### config.mk
export PLATFORM = sky130hd
export DESIGN_NAME = exp_scheduler_flat
export DESIGN_NICKNAME = d
export VERILOG_FILES = /design/src/rtl/exp_scheduler_pkg.sv /design/src/rtl/exp_scheduler_if.sv /design/src/rtl/exp_rr_arbiter.sv /design/src/rtl/exp_scheduler.sv /design/src/flat_wrapper.sv
export SDC_FILE = /design/constraint.sdc
export NUM_CORES = 1
export LEC_CHECK = 0
export BUFFER_PORTS_ARGS = -buffer_cell sky130_fd_sc_hd__buf_2
export CORE_AREA = 2 2 158 160
export CTS_CLUSTER_DIAMETER = 30
export DETAILED_ROUTE_END_ITERATION = 16
export DIE_AREA = 0 0 160 162
export SETUP_SLACK_MARGIN = 0.5
export SYNTH_ARGS = -nofsm -noshare
export SYNTH_HDL_FRONTEND = slang
export SYNTH_HIERARCHICAL = 1
export SYNTH_SLANG_ARGS = --single-unit
### constraint.sdc
create_clock -name clock -period 4.4 [get_ports clock]
set_input_delay 0.88 -clock clock [delete_from_list [all_inputs] [get_ports clock]]
set_output_delay 0.88 -clock clock [all_outputs]
set_load 0.01 [all_outputs]
### src/rtl/exp_scheduler_pkg.sv
// Shared types and constants for the exponent-accelerator scheduler.
// Optional watchdog feature is enabled by defining EXP_SCHEDULER_TIMEOUT_EN.
package exp_scheduler_pkg;

  localparam int DATA_W          = 32;
  localparam int DEFAULT_NUM_REQ = 4;

  typedef enum logic [2:0] {
    ST_IDLE,
    ST_ISSUE,
    ST_WAIT_DONE,
    ST_RESPOND,
    ST_DRAIN
  } state_e;

  // Width of a requester index; never narrower than one bit.
  function automatic int idxWidth(input int n);
    return (n > 1) ? $clog2(n) : 1;
  endfunction

endpackage

### src/rtl/exp_scheduler_if.sv
// Requester and accelerator signal bundle for exp_scheduler.
// master: requesters plus accelerator (environment side); slave: the scheduler.
interface exp_scheduler_if
  import exp_scheduler_pkg::*;
#(
  parameter int NUM_REQ = DEFAULT_NUM_REQ
);

  logic [NUM_REQ-1:0]        req_valid;
  logic [NUM_REQ*DATA_W-1:0] req_x;
  logic [NUM_REQ*DATA_W-1:0] req_a;
  logic [NUM_REQ-1:0]        req_ready;
  logic [NUM_REQ-1:0]        rsp_valid;
  logic [DATA_W-1:0]         rsp_p;
  logic                      rsp_err;
  logic                      acc_enable;
  logic [DATA_W-1:0]         acc_x;
  logic [DATA_W-1:0]         acc_a;
  logic [DATA_W-1:0]         acc_p;
  logic                      acc_ready;

  modport master (
    output req_valid, req_x, req_a, acc_p, acc_ready,
    input  req_ready, rsp_valid, rsp_p, rsp_err, acc_enable, acc_x, acc_a
  );

  modport slave (
    input  req_valid, req_x, req_a, acc_p, acc_ready,
    output req_ready, rsp_valid, rsp_p, rsp_err, acc_enable, acc_x, acc_a
  );

endinterface

### src/rtl/exp_rr_arbiter.sv
// Combinational round-robin picker: first valid requester at or after rrPtr_i,
// wrapping from the highest index back to zero.
module exp_rr_arbiter
  import exp_scheduler_pkg::*;
#(
  parameter int NUM_REQ = DEFAULT_NUM_REQ,
  localparam int IDX_W  = idxWidth(NUM_REQ)
) (
  input  logic [NUM_REQ-1:0] reqValid_i,
  input  logic [IDX_W-1:0]   rrPtr_i,
  output logic [NUM_REQ-1:0] grant_o,
  output logic [IDX_W-1:0]   grantIdx_o,
  output logic               anyValid_o
);

  logic found;
  int   cand;

  // Scan from the pointer upward with wraparound; the first hit wins.
  always_comb begin
    grant_o    = '0;
    grantIdx_o = '0;
    anyValid_o = |reqValid_i;
    found      = 1'b0;
    cand       = 0;
    for (int k = 0; k < NUM_REQ; k++) begin
      cand = int'(rrPtr_i) + k;
      if (cand >= NUM_REQ) cand = cand - NUM_REQ;
      if (!found && reqValid_i[cand]) begin
        found         = 1'b1;
        grant_o[cand] = 1'b1;
        grantIdx_o    = IDX_W'(cand);
      end
    end
  end

endmodule

### src/rtl/exp_scheduler.sv
// Shares one exponent accelerator among NUM_REQ requesters, round-robin.
// Define EXP_SCHEDULER_TIMEOUT_EN to add a watchdog that aborts a stuck job
// after TIMEOUT_CYCLES and drains the accelerator before the next grant.
module exp_scheduler
  import exp_scheduler_pkg::*;
#(
  parameter int NUM_REQ        = DEFAULT_NUM_REQ,
  parameter int TIMEOUT_CYCLES = 1024
) (
  input  logic            clock,
  input  logic            reset,
  exp_scheduler_if.slave  bus,
  output logic            busy_o
);

  localparam int IDX_W = idxWidth(NUM_REQ);

  state_e               state_q, state_d;
  logic [IDX_W-1:0]     rrPtr_q, rrPtr_d;
  logic [IDX_W-1:0]     idx_q, idx_d;
  logic [DATA_W-1:0]    opX_q, opX_d;
  logic [DATA_W-1:0]    opA_q, opA_d;
  logic [DATA_W-1:0]    rspP_q, rspP_d;
  logic                 accReadyPrev_q;

  logic [NUM_REQ-1:0]   arbGrant;
  logic [IDX_W-1:0]     arbIdx;
  logic                 arbAny;

  logic                 grantFire;
  logic                 timeoutHit;
  logic                 errFlag;
  logic [NUM_REQ-1:0]   reqReady;
  logic [NUM_REQ-1:0]   rspValid;
  logic                 accEnable;

  exp_rr_arbiter #(.NUM_REQ(NUM_REQ)) u_arb (
    .reqValid_i (bus.req_valid),
    .rrPtr_i    (rrPtr_q),
    .grant_o    (arbGrant),
    .grantIdx_o (arbIdx),
    .anyValid_o (arbAny)
  );

`ifdef EXP_SCHEDULER_TIMEOUT_EN
  localparam int CNT_W = (TIMEOUT_CYCLES > 2) ? $clog2(TIMEOUT_CYCLES) : 1;

  logic [CNT_W-1:0] tmoCnt_q, tmoCnt_d;
  logic             rspErr_q, rspErr_d;

  // Watchdog counts only while a job is outstanding at the accelerator.
  always_comb begin
    tmoCnt_d = tmoCnt_q;
    rspErr_d = rspErr_q;
    if (grantFire) begin
      tmoCnt_d = '0;
      rspErr_d = 1'b0;
    end else if (state_q == ST_ISSUE || state_q == ST_WAIT_DONE) begin
      tmoCnt_d = tmoCnt_q + 1'b1;
      if (timeoutHit) rspErr_d = 1'b1;
    end
  end

  // Watchdog registers.
  always_ff @(posedge clock or posedge reset) begin
    if (reset) begin
      tmoCnt_q <= '0;
      rspErr_q <= 1'b0;
    end else begin
      tmoCnt_q <= tmoCnt_d;
      rspErr_q <= rspErr_d;
    end
  end

  assign timeoutHit  = (state_q == ST_ISSUE || state_q == ST_WAIT_DONE) &&
                       (tmoCnt_q == CNT_W'(TIMEOUT_CYCLES - 1));
  assign errFlag     = rspErr_q;
  assign bus.rsp_err = rspErr_q && (state_q == ST_RESPOND);
`else
  logic unusedCfg;

  assign timeoutHit  = 1'b0;
  assign errFlag     = 1'b0;
  assign bus.rsp_err = 1'b0;
  assign unusedCfg   = grantFire & (TIMEOUT_CYCLES != 0);
`endif

  // Next-state and handshake decode for the scheduling FSM.
  always_comb begin
    state_d   = state_q;
    rrPtr_d   = rrPtr_q;
    idx_d     = idx_q;
    opX_d     = opX_q;
    opA_d     = opA_q;
    rspP_d    = rspP_q;
    grantFire = 1'b0;
    reqReady  = '0;
    rspValid  = '0;
    accEnable = 1'b0;
    case (state_q)
      ST_IDLE: begin
        if (arbAny && bus.acc_ready && accReadyPrev_q) begin
          grantFire = 1'b1;
          reqReady  = arbGrant;
          idx_d     = arbIdx;
          opX_d     = bus.req_x[int'(arbIdx)*DATA_W +: DATA_W];
          opA_d     = bus.req_a[int'(arbIdx)*DATA_W +: DATA_W];
          state_d   = ST_ISSUE;
        end
      end
      ST_ISSUE: begin
        accEnable = 1'b1;
        if (timeoutHit) begin
          rspP_d  = '0;
          state_d = ST_RESPOND;
        end else if (!bus.acc_ready) begin
          state_d = ST_WAIT_DONE;
        end
      end
      ST_WAIT_DONE: begin
        if (timeoutHit) begin
          rspP_d  = '0;
          state_d = ST_RESPOND;
        end else if (bus.acc_ready) begin
          rspP_d  = bus.acc_p;
          state_d = ST_RESPOND;
        end
      end
      ST_RESPOND: begin
        rspValid[idx_q] = 1'b1;
        rrPtr_d = (idx_q == IDX_W'(NUM_REQ - 1)) ? '0 : idx_q + 1'b1;
        state_d = errFlag ? ST_DRAIN : ST_IDLE;
      end
      ST_DRAIN: begin
        if (bus.acc_ready && accReadyPrev_q) state_d = ST_IDLE;
      end
      default: state_d = ST_IDLE;
    endcase
  end

  // State, pointer, latched operands and result; acc_ready history for qualification.
  always_ff @(posedge clock or posedge reset) begin
    if (reset) begin
      state_q        <= ST_IDLE;
      rrPtr_q        <= '0;
      idx_q          <= '0;
      opX_q          <= '0;
      opA_q          <= '0;
      rspP_q         <= '0;
      accReadyPrev_q <= 1'b0;
    end else begin
      state_q        <= state_d;
      rrPtr_q        <= rrPtr_d;
      idx_q          <= idx_d;
      opX_q          <= opX_d;
      opA_q          <= opA_d;
      rspP_q         <= rspP_d;
      accReadyPrev_q <= bus.acc_ready;
    end
  end

  assign bus.req_ready  = reqReady;
  assign bus.rsp_valid  = rspValid;
  assign bus.rsp_p      = rspP_q;
  assign bus.acc_enable = accEnable;
  assign bus.acc_x      = opX_q;
  assign bus.acc_a      = opA_q;
  assign busy_o         = (state_q != ST_IDLE);

endmodule
### src/flat_wrapper.sv
// flat-port wrapper written by rule: the top's interface ports become plain ports
module exp_scheduler_flat import exp_scheduler_pkg::*;
#(
  parameter int NUM_REQ        = DEFAULT_NUM_REQ,
  parameter int TIMEOUT_CYCLES = 1024
)
  (clock, reset, busy_o, bus_req_valid, bus_req_x, bus_req_a, bus_acc_p, bus_acc_ready, bus_req_ready, bus_rsp_valid, bus_rsp_p, bus_rsp_err, bus_acc_enable, bus_acc_x, bus_acc_a);
  exp_scheduler_if #(.NUM_REQ(NUM_REQ)) bus_i ();
  input  logic clock;
  input  logic reset;
  output logic busy_o;
  input wire logic [$bits(bus_i.req_valid)-1:0] bus_req_valid;
  input wire logic [$bits(bus_i.req_x)-1:0] bus_req_x;
  input wire logic [$bits(bus_i.req_a)-1:0] bus_req_a;
  input wire logic [$bits(bus_i.acc_p)-1:0] bus_acc_p;
  input wire logic [$bits(bus_i.acc_ready)-1:0] bus_acc_ready;
  output wire logic [$bits(bus_i.req_ready)-1:0] bus_req_ready;
  output wire logic [$bits(bus_i.rsp_valid)-1:0] bus_rsp_valid;
  output wire logic [$bits(bus_i.rsp_p)-1:0] bus_rsp_p;
  output wire logic [$bits(bus_i.rsp_err)-1:0] bus_rsp_err;
  output wire logic [$bits(bus_i.acc_enable)-1:0] bus_acc_enable;
  output wire logic [$bits(bus_i.acc_x)-1:0] bus_acc_x;
  output wire logic [$bits(bus_i.acc_a)-1:0] bus_acc_a;
  assign bus_i.req_valid = bus_req_valid;
  assign bus_i.req_x = bus_req_x;
  assign bus_i.req_a = bus_req_a;
  assign bus_i.acc_p = bus_acc_p;
  assign bus_i.acc_ready = bus_acc_ready;
  assign bus_req_ready = bus_i.req_ready;
  assign bus_rsp_valid = bus_i.rsp_valid;
  assign bus_rsp_p = bus_i.rsp_p;
  assign bus_rsp_err = bus_i.rsp_err;
  assign bus_acc_enable = bus_i.acc_enable;
  assign bus_acc_x = bus_i.acc_x;
  assign bus_acc_a = bus_i.acc_a;
  exp_scheduler #(.NUM_REQ(NUM_REQ), .TIMEOUT_CYCLES(TIMEOUT_CYCLES)) u_core (.clock(clock), .reset(reset), .bus(bus_i), .busy_o(busy_o));
endmodule
Yosys cells after proc, flatten, opt, wreduce, memory -nomap -nowiden
Index checks and enable logic that the tools add are counted.

cells by class
  add/sub/neg operators = 8
  $lt $le $gt $ge = 14
  bitwise gates (word level) = 3
  multipliers = 0
  divide/modulo/power cells = 0
  shift-type cells = 2
  multiplexer cells = 47
  equality and inequality tests = 9
  reduce and logical (&&, ||, !) cells = 20

operators with widths
  operator             count
  $shiftx 128x8->32    2
  $ge 32x1->1 const B  4
  $lt 32x4->1 const B  4
  $mux 32              4
  $mux 4               7
  $mux 1               17
  $mux 3               4
  $or 4x4->4           3
  $pmux 3 s4           1
  $sub 3x3->4 const B  3
  $logic_and 1x1->1    11
  $demux 1 s2          5
  $mux 2               5
  $ge 3x3->1 const B   3
  $bmux 1 s2           4
  $add 2x2->3 const B  2
  $eq 3x2->1 const B   2
  $ne 2x1->1 const B   2
  $ne 2x2->1 const B   2
  $reduce_and 2->1     2
  $reduce_and 4->1     1
  $reduce_or 4->1      1
  $sub 2x3->4 const B  1
  $add 2x1->3 const B  1
  other kinds (10)     12

word-level totals
  register bits = 104
  latch bits = 0
  output and inout port bits = 107
  word-level logic and storage cells = 110
  RAM bits = 0
  ROM bits = 0
  input port bits = 295
  memories kept = 0

Logic depth before layout (Yosys ltp)
Gate-level depths: netlist of the first run.

  depth after elaboration = 17
  mapped depth = 11
  depth with buffers taken out = 8

By module
The synthesis of the first run kept the hierarchy.

modules (own cells, without submodules)
  module          cells each  instances  seq. area each (um2)  area each (um2)
  exp_scheduler   329         1          2,577.5               5,562.8
  exp_rr_arbiter  52          1          0.0                   449.2

Worst setup path before layout of the first run
Ideal clock, no wire load.

  kind = flip-flop to flip-flop
  from = register u_core.rrPtr_q[0]
  to = register u_core.opA_q[29] (netlist: u_core/bus.acc_a[29])
  data arrival time = 3.227 ns
  cell stages (with the launch flop) = 11
  path slack = 1.049 ns
  library setup time = 0.125 ns
  data required time = 4.275 ns
  path through = dfrtp_1 > buf_2 > inv_1 > ha_1 > mux4_2 > nor4b_4 > a22o_1 > buf_2 > buf_1 > mux4_2 > mux2_2

between the ends
  cells in the longest elaborated chain, start to end = 16

RTL lines
  what                                                                  RTL line              text
  start: declaration                                                    exp_scheduler.sv:19   logic [IDX_W-1:0] rrPtr_q, rrPtr_d;
  start signal: assignment                                              exp_scheduler.sv:153  rrPtr_q <= rrPtr_d;
  parallel branches: the longest is 14 deep, another holds $sub 3x3->4  n/a
  $mux 2 (*)                                                            exp_rr_arbiter.sv:29  if (!found && reqValid_i[cand]) begin
  net u_core.arbIdx[1]                                                  exp_scheduler.sv:27   logic [IDX_W-1:0] arbIdx;
  $shiftx 128x8->32 (*)                                                 exp_scheduler.sv:107  opA_d = bus.req_a[int'(arbIdx)*DATA_W +: DATA_W];
  end signal: assignment                                                exp_scheduler.sv:156  opA_q <= opA_d;
  end: declaration                                                      exp_scheduler.sv:22   logic [DATA_W-1:0] opA_q, opA_d;

Mark *: on every way through the listed nets, which the timed path passes. The select of a mux whose other input is x is not followed.
A chain may end at the register's enable or synchronous reset.

Worst setup path in the final report of the first run
  from = input port bus_req_valid[3]
  to = output port bus_req_ready[0]

between the ends
  cells in the longest elaborated chain, start to end = 15

RTL lines
  what                                        RTL line              text
  start: declaration                          flat_wrapper.sv:12    input wire logic [$bits(bus_i.req_valid)-1:0] bus_req_valid;
  $bmux 1 s2                                  exp_rr_arbiter.sv:29
  $mux 1 (implied by the code) (2 in series)  exp_rr_arbiter.sv:29
  $mux 1                                      exp_rr_arbiter.sv:29
  $logic_not 1->1                             exp_rr_arbiter.sv:29
  $logic_and 1x1->1                           exp_rr_arbiter.sv:29
  $mux 1                                      exp_rr_arbiter.sv:29
  $logic_not 1->1                             exp_rr_arbiter.sv:29
  $logic_and 1x1->1                           exp_rr_arbiter.sv:29
  $mux 1                                      exp_rr_arbiter.sv:29
  $logic_not 1->1                             exp_rr_arbiter.sv:29
  $logic_and 1x1->1                           exp_rr_arbiter.sv:29
  $mux 4 (*)                                  exp_rr_arbiter.sv:29
  net u_core.arbGrant[0]                      exp_scheduler.sv:26   logic [NUM_REQ-1:0] arbGrant;
  $mux 4 (*)                                  exp_scheduler.sv:102  if (arbAny && bus.acc_ready && accReadyPrev_q) begin
  $mux 4 (*)                                  exp_scheduler.sv:100  case (state_q)
  end: declaration                            flat_wrapper.sv:17    output wire logic [$bits(bus_i.req_ready)-1:0] bus_req_ready;

Mark *: on every way through the listed nets, which the timed path passes. The rest lies on a longest branch. The select of a mux whose other input is x is not followed.

==> metrics.txt, run 1 <==
Cell variety after synth=32; M1 WL=around 8000 um; Crit. path cell count=8; Yosys top cell by area=dfrtp_1; hpwl dp=~16000 um; GP Congestion=0.815; DRT iter0 DRCs=213; met3 WL post-DR=about 1600 um; Synth Net Count=~700; hold violation count in the final report=0; Core Util, Final=36.0%; global-route wire length before repair=between 20000 and 30000 um; CP Data Required Time=3.52 ns; CTS max path bufs=2; synth warn=6; WHS Path Cells=1; status=complete, no violations; Reg clk slew, reported paths=0.07 ns; VDD IR max=about 0.38 mV; vias in the first global route=around 5200; number of synthesized register bits=103; CTS sink count=between 100 and 150; vias per inst=roughly 4.6; Clock H-tree levels=3; cell area after synthesis=roughly 6000 sq um; ANT nets after route=0; largest net degree at the start of global routing=43; Post-synth EDFFs=0; first-pass detailed-route iteration total=6; Setup Skew=0.0123 ns; I/O Buffers=400; Final Power=around 6600 uW; largest stage delay on the critical path=roughly 0.63 ns; Die H=162 um; DIE AREA=between 20000 and 30000 sq um; layout cells sized above 1=between 70% and 80%; initial antenna violation count=3; CP Max Fanout=12; root buffer cell=clkbuf_16; Post-CTS Setup Inserts=0; final worst setup slack=between 0.8 and 0.9 ns; post-synth top area share=42.9%; max_cap viols=0; Core Box Area=between 20000 and 25000 sq um; CTS Hold Bufs=0; Congestion Overflow GR=0; startpoint types=input port; TritonCTS clock tree=built; crit path DAT=approximately 2.7 ns; post_cts resized=0; CP dominant cell by count=buf_2; CP max-delay cell=mux4_2; fin crit share=between 80% and 90%; syn avg cell area=15.8 sq um; final wirelength=roughly 20000 um; pwr dens=about 760 nW/um^2; crit end category=output port; top cells by count, synth=dfrtp_1 (103), mux2_2 (102), mux4_2 (68), ha_1 (17); crit path cell chain=buf_2 -> mux4_2 -> nor4b_4 -> a22oi_1 -> o21ai_0 -> inv_1 -> nor2_1 -> buf_2; Slew Limit Fails=0; leak pwr=0.00421 uW; clk_lat worst skew=0.35 ns; Initial Utilization=between 20 and 25%; post-synthesis sequential area ratio=42.9%; Hold Path Class=reg2reg; FF-to-FF path depth=9; Vias=roughly 5100; Async S/R FF share, synth=100%; Slew @ Worst Pin=between 0.6 and 0.7 ns; FMAX=around 280 MHz; FP Rows=57; Mapped Cells=roughly 380; Die X=160 um; Worst path top cell family by delay=multiplexers; Max-slew headroom=59.7%; Fin Hold WS=approximately 0.50 ns; All-Layer GR Usage=15.0%; DR WL/cell=between 15 and 20 um; Worst Path Buf+Inv=3; minimum clock period=3.53 ns; most instantiated library cell after synthesis=dfrtp_1; RSZ-0062 raised after global routing=no; fin nets=1088; # setup viols final=0; dominant cells by area after synthesis=dfrtp_1 (43%), mux4_2 (25%), mux2_2 (19%), ha_1 (3.5%), buf_6 (1.1%); WS Path Type=in2out; setup tns final=0 ns; max layer used=met5; Main synth FF type=dfrtp_1; total CTS buffers=9; drt drc=0; worst slack, placed=0.629 ns; metal2 WL=~10000 um; Ports=402; Area Growth Syn to Fin=44.4%
metrics by stage:
stage	std cells	area, sq um
after floorplan	381	6010
after global placement	1089	8390
after detailed placement	1089	8390
after CTS	1105	8680
after global routing	1106	8680
final	1106	8680
sequential cells by signal, indices dropped and copies added, names as in the netlist:
signal,count
u_core/bus.acc_a,32
u_core/bus.acc_x,32
u_core/bus.rsp_p,32
u_core/idx_q,2
u_core/rrPtr_q,2
u_core/state_q,2
u_core/accReadyPrev_q,1
area by class of cell:
type                       instances  area (sq um)
clock buffer                      10           239
tap                              324           405
antenna                            1          2.50
sequential                       103          2580
clock inverter                     6          50.0
inverter                          13          51.3
fill                            2405         15400
timing repair buffer             412          2120
multi-input combinational        237          3240
cell usage in the layout (no fill, tap or decap), types with 8 or more instances in the layout:
cell	instances
dfrtp_1	103
a22oi_1	8
mux2_2	102
buf_2	400
mux4_2	68
nor2_1	10
clkbuf_16	9
ha_1	17
buf_4	10
inv_1	12
layer usage:
layer | track usage (%) | vias to the layer above
li1 | - | 2271
met1 | 18.2 | 2491
met2 | 26.3 | 276
met3 | 4.01 | 19
met4 | 4.18 | 2
met5 | 0 | -
power breakdown:
group	total, uW	switching, uW	internal, uW
clock	802	393	410
sequential	1670	243	1430
combinational	4130	1890	2250
total	6610	2520	4090
worst reg2reg max path, stage by stage, from the launching register on:
cell and delay, ns:
dfrtp_1 0.35, inv_1 0.10, ha_1 0.40, mux4_2 0.45, nor2b_1 0.30, o21ai_0 0.19
o31ai_4 0.11, buf_4 0.51, mux4_2 0.64, mux2_2 0.27
cells by family (layout without fill, tap and decap cells):
group                      count (synthesis)  in the layout  share of synthesized area (%)
other                                      1              2                         0.0624
muxes                                    172            172                           44.9
and+or+nand+nor                           25             25                           2.52
adders and majority gates                 17             17                           3.54
DFF                                      103            103                           42.9
AOI/OAI and AO/OA                         22             22                           2.46
buffers and inverters                     41            441                           3.64
worst paths after layout:
check,start,endpoint,slack (ns)
worst min register to register,u_core/bus.rsp_p[9],u_core/bus.rsp_p[9],0.50
worst max-delay path,bus_req_valid[3],bus_req_ready[0],0.87
worst max register to register,u_core/rrPtr_q[1],u_core/bus.acc_a[17],0.98
worst min-delay path,u_core/bus.rsp_p[9],u_core/bus.rsp_p[9],0.50
min in group asynchronous,reset,u_core/bus.acc_x[2],0.53
max in group asynchronous,reset,u_core/idx_q[1],2.97
(Power assumes the default switching activity.)
==> run 2: changes to the inputs <==
Clock period 4.4 ns to 3.4 ns, I/O delays scaled along.
==> run 2 against run 1 <==
Clock-buffer cell count down 1. Die area unchanged. Clock skew up 0.0035 ns. Sequential share of layout area down 2.8 points. Combinational power up 91%. Non-clock buffer count up 44. Global-route usage up 1.2 points. Critical path type is now reg2out. Critical endpoint unchanged.
==> metrics.txt, run 2 (synthesized netlist as in run 1, its figures left out) <==
status=complete, no violations (unchanged); fin nets=1132 (was 1088); Slew Limit Fails=0 (unchanged); worst reg2reg endpoint=u_core/bus.acc_a[15] (was u_core/bus.acc_a[17]); global-route wire length before repair=31900 um (was 29600 um); clk_lat worst skew=0.35 ns (about the same); minimum clock period=between 3 and 4 ns; CP Data Required Time=2.72 ns (was 3.52 ns); Fin Hold WS=0.494 ns (was 0.500 ns); I/O Buffers=400 (unchanged); GP Congestion=0.792 (was 0.815); startpoint types=register (was input port); CTS Hold Bufs=0 (unchanged); CTS sink count=103 (unchanged); largest net degree at the start of global routing=104 (was 43); ANT nets after route=0 (unchanged); Slew @ Worst Pin=0.595 ns (was 0.604 ns); commonest non-fill, non-tap cells in the layout=buf_2 (400), dfrtp_1 (102), mux2_2 (92) (was buf_2 (400), dfrtp_1 (103), mux2_2 (102)); fin crit share=91.8%; Max-slew headroom=60.4% (was 59.7%); max layer used=met4 (was met5); CP Max Fanout=5 (was 12); metal2 WL=11500 um (was 10300 um); FP Rows=57 (unchanged); # setup viols final=0 (unchanged); Core Box Area=24100 sq um (unchanged); RSZ-0062 raised after global routing=yes (was no); first-pass detailed-route iteration total=4 (was 6); leak pwr=0.00467 uW (was 0.00421 uW); Initial Utilization=24.9% (unchanged); M1 WL=8400 um (was 8100 um); Clock H-tree levels=3 (unchanged); DRT iter0 DRCs=285 (was 213); crit path DAT=2.44 ns (was 2.65 ns); initial antenna violation count=0 (was 3); Area Growth Syn to Fin=59.4% (was 44.4%); All-Layer GR Usage=16.1% (was 15.0%); setup tns final=0 ns (unchanged); root buffer cell=clkbuf_16 (unchanged); CTS max path bufs=2 (unchanged); vias per inst=4.60 (was 4.57); hpwl dp=15500 um (was 16300 um); crit end category=output port (unchanged); pwr dens=1170 nW/um^2 (was 761 nW/um^2); Die H=162 um (unchanged); max_cap viols=0 (unchanged); Ports=402 (unchanged); FF-to-FF path depth=12 (was 9); TritonCTS clock tree=built (unchanged); FF-to-FF Start=u_core/rrPtr_q[0] (was u_core/rrPtr_q[1]); drt drc=0 (unchanged); Die X=160 um (unchanged); vias in the first global route=5548 (was 5169); hold violation count in the final report=0 (unchanged); DR WL/cell=19.2 um (was 18.4 um); FMAX=roughly 320 MHz; Hold Path Class=in2async (was reg2reg); final wirelength=22000 um (was 20300 um); DIE AREA=25900 sq um (unchanged); Setup Skew=0.0158 ns (was 0.0123 ns); WS Path Type=reg2out (was in2out); VDD IR max=0.568 mV (was 0.380 mV); Register-to-Register Setup Slack=0.32 ns (was 0.98 ns); Vias=5282 (was 5059); most common cell after layout, fill and taps aside=buf_2 (unchanged); antenna fix cells=0 (was 1); total CTS buffers=9 (unchanged); met3 WL post-DR=1700 um (was 1620 um); Congestion Overflow GR=0 (unchanged); layout cells sized above 1=79.4% (was 77.1%); Reg clk slew, reported paths=0.08 ns (was 0.07 ns)
==> run 2: changes by cell type in the layout (fill, tap and decap cells not counted), sizes merged <==
cell,previous run,this run
buf,412,453
clkbuf,10,12
bufinv,0,1
clkinvlp,1,2
diode,1,0
inv,17,16
==> run 2: area by class of cell <==
class / count / area (sq um)
timing repair buffer: 456 / 2910
multi-input combinational: 237 / 3320
clock buffer: 9 / 225
tap: 324 / 405
sequential: 103 / 2580
fill: 2334 / 14500
inverter: 13 / 55.1
clock inverter: 7 / 86.3
==> run 2: critical path: stages, from the launching register on <==
cell and delay (ns):
dfrtp_2 0.44, inv_4 0.07, ha_4 0.27, mux4_2 0.33
nor4b_4 0.44, a22oi_1 0.12, o21ai_1 0.12, inv_1 0.06
nor2_1 0.09, buf_2 0.15
==> run 2: power by group <==
group          leakage (uW)  switching (uW)  total (uW)  internal, uW
Clock              0.000150             543        1130           590
Combinational       0.00329            3140        7880          4740
Sequential          0.00123             334        2190          1850
Total               0.00467            4020       11200          7180
==> run 2: worst max path at each step <==
stage | depth (start not counted) | end | start
5_1_grt | 8 | bus_req_ready[0] | u_core/rrPtr_q[0]
4_1_cts | 8 | bus_req_ready[0] | u_core/rrPtr_q[0]
3_3_place_gp | 9 | u_core/bus.acc_a[24] | bus_req_valid[1]
3_5_place_dp | 9 | u_core/bus.acc_a[24] | bus_req_valid[1]
2_1_floorplan | 10 | u_core/bus.acc_a[31] | u_core/rrPtr_q[0]
6_report | 9 | bus_req_ready[0] | u_core/rrPtr_q[0]
==> run 2: stage by stage <==
stage	total power (uW)	instance area [sq um]	setup slack [ns]	cells	util (%)
final	11200	9580	0.278	1149	39.7
after global routing	11900	9580	0.147	1149	39.7
after CTS	10600	9330	0.296	1137	38.7
after detailed placement	7760	8500	0.178	1092	35.2
after global placement	7660	8500	0.226	1092	35.2
after floorplan	6190	6080	0.473	381	-
==> run 2: timing repair <==
action,CTS,global route
endpoints found under the setup margin,68,68
pin swaps,10,3
cloned,9,4
resized for setup,22,21
buffers inserted,20,8
==> run 2: metal layers <==
| layer | vias up | GRT usage (%) |
|---|---|---|
| li1 | 2364 | - |
| met1 | 2611 | 18.5 |
| met5 | - | 0 |
| met4 | 0 | 5.24 |
| met2 | 285 | 29.0 |
| met3 | 22 | 4.75 |
==> run 3: changes to the inputs <==
Clock period 3.4 ns to 3.01 ns, I/O delays scaled along.
==> run 3 against run 2 <==
Final cell count down 0.17%. Clock power up 6%. Wire length down 5.8%. Clock skew about the same. Sequential cell count unchanged. Via count down 2.7%. Combinational power down 6.0%. Total power down 1.0%. Clock-buffer cell count unchanged. Die area unchanged. Largest cell class unchanged.
==> metrics.txt, run 3 (synthesized netlist as in run 1, its figures left out) <==
root buffer cell=clkbuf_16 (unchanged); # setup viols final=0 (unchanged); DR WL/cell=18.1 um (was 19.2 um); layout cells sized above 1=79.9% (was 79.4%); RSZ-0062 raised after global routing=yes (unchanged); status=complete, no violations (unchanged); Gate power share=66.9% (was 70.4%); minimum clock period=3.00 ns; clk_lat worst skew=0.36 ns (was 0.35 ns); Reg clk slew, reported paths=0.08 ns (about the same); final wirelength=20700 um (was 22000 um); FMAX=between 300 and 400 MHz; hold violation count in the final report=0 (unchanged); Slew @ Worst Pin=0.840 ns (was 0.595 ns); VDD IR max=0.610 mV (was 0.568 mV); largest net degree at the start of global routing=37 (was 104); worst slack, placed=-0.0244 ns (was 0.178 ns); FF-to-FF Start=u_core/rrPtr_q[0] (unchanged); fin nets=1129 (was 1132); CTS sink count=103 (unchanged); pwr dens=1200 nW/um^2 (was 1170 nW/um^2); CP Max Fanout=6 (was 5); Die X=160 um (unchanged); Max-slew headroom=43.9% (was 60.4%); CTS Hold Bufs=0 (unchanged); crit path DAT=2.40 ns (was 2.44 ns); Pint=6990 uW (was 7180 uW); Final Power=11100 uW (was 11200 uW); max_cap viols=0 (unchanged); worst reg2reg endpoint=u_core/bus.acc_x[30] (was u_core/bus.acc_a[15]); # fillers=2404 (was 2334); global-route wire length before repair=31300 um (was 31900 um); final non-filler cell total=1147 (was 1149); most common cell after layout, fill and taps aside=buf_2 (unchanged); CTS max path bufs=2 (unchanged); DRT iter0 DRCs=202 (was 285); Slew Limit Fails=0 (unchanged); DIE AREA=25900 sq um (unchanged); leak pwr=0.00447 uW (was 0.00467 uW); drt drc=0 (unchanged); total CTS buffers=9 (unchanged); clock group share of total power=10.8% (was 10.1%); Setup crit start=u_core/rrPtr_q[0] (unchanged); startpoint types=register (unchanged); FF-to-FF path depth=11 (was 12); first-pass detailed-route iteration total=4 (unchanged); Vias=5141 (was 5282); Register-to-Register Setup Slack=0.03 ns (was 0.32 ns); GP Congestion=0.801 (was 0.792); commonest non-fill, non-tap cells in the layout=buf_2 (400), mux2_2 (102), dfrtp_1 (101) (was buf_2 (400), dfrtp_1 (102), mux2_2 (92)); vias per inst=4.48 (was 4.60); CP Data Required Time=2.41 ns (was 2.72 ns); sequential share of power=22.3% (was 19.5%); multi-input gate area in the final layout=3290 sq um (was 3320 sq um); Congestion Overflow GR=0 (unchanged); I/O Buffers=400 (unchanged); Area Growth Syn to Fin=53.8% (was 59.4%); Setup Skew=0.0156 ns (was 0.0158 ns); Core Box Area=24100 sq um (unchanged); Die H=162 um (unchanged); Ports=402 (unchanged); WS Path Type=reg2out (unchanged); hpwl dp=16100 um (was 15500 um); final worst setup slack=0.00666 ns (was 0.278 ns); All-Layer GR Usage=15.6% (was 16.1%); crit end category=output port (unchanged); Hold Path Class=in2async (unchanged); Switch Pwr=4100 uW (was 4020 uW); Sw Share=37.0% (was 35.9%); Initial Utilization=24.9% (unchanged); initial antenna violation count=2 (was 0); vias in the first global route=5491 (was 5548); FP Rows=57 (unchanged); fin crit share=99.8%; register area=2580 sq um (about the same); ANT nets after route=0 (unchanged); Critical Path End=bus_req_ready[1] (was bus_req_ready[0]); TritonCTS clock tree=built (unchanged); Clock H-tree levels=3 (unchanged); Cell Count Post-Placement=1112 (was 1092)
==> run 3: worst min-delay path by stage <==
stage                             to
3_5_place_dp    u_core/bus.rsp_p[23]
4_1_cts        u_core/accReadyPrev_q
3_3_place_gp    u_core/bus.rsp_p[17]
6_report        u_core/bus.acc_a[26]
5_1_grt        u_core/accReadyPrev_q
2_1_floorplan        u_core/idx_q[1]
==> run 3: stage by stage <==
stage | utilization (%) | instance area, sq um | setup TNS [ns] | hold slack, ns
floorplan | - | 6130 | 0 | 0.533
global placement | 36.0 | 8690 | 0 | 0.482
detailed placement | 36.0 | 8690 | -0.341 | 0.487
CTS | 38.2 | 9220 | 0 | 0.398
global route | 38.4 | 9250 | -5.18 | 0.404
finish | 38.4 | 9250 | 0 | 0.395
==> run 3: area by class of cell <==
| type | instances | area share, % |
|---|---|---|
| multi-input combinational | 237 | 35.6 |
| timing repair buffer | 453 | 28.4 |
| sequential | 103 | 27.9 |
| tap | 324 | 4.38 |
| clock buffer | 9 | 2.44 |
| clock inverter | 7 | 0.704 |
| inverter | 13 | 0.595 |
| antenna | 1 | 0.0271 |
==> run 3: power groups by stage <==
| stage | registers (uW) | clock network, uW | logic [uW] |
|---|---|---|---|
| after floorplan | 2790 | 0 | 4360 |
| after global placement | 2490 | 0 | 6520 |
| after detailed placement | 2510 | 0 | 6620 |
| after CTS | 2480 | 1250 | 7490 |
| after global routing | 2570 | 1300 | 7980 |
| final | 2470 | 1200 | 7410 |
==> run 3: critical path, cell delays in order, from the launching register on <==
cell and delay (ns):
dfrtp_2 0.46, buf_6 0.12, mux4_2 0.54, nor4b_4 0.30, buf_4 0.18, a22oi_1 0.08, o21ai_1 0.09, inv_1 0.07
nor2_2 0.06, buf_2 0.15
==> run 3: metal layers <==
metal | part of all wire, % | vias up | global-route usage [%] | wire length, um
met4 | 1.6 | 2 | 4.91 | 326
li1 | - | 2352 | - | -
met3 | 6.0 | 18 | 3.37 | 1250
met1 | 41 | 2557 | 19.6 | 8590
met5 | 0.063 | - | 0 | 13
met2 | 51 | 212 | 27.1 | 10500
==> run 3: what timing repair did <==
action                     in CTS  in global routing
resized for setup              13                  3
pin swaps                       4                  0
hold endpoints to repair        0                  0
setup buffers                  13                  2
setup endpoints to repair      69                 69
gates cloned                    3                  0
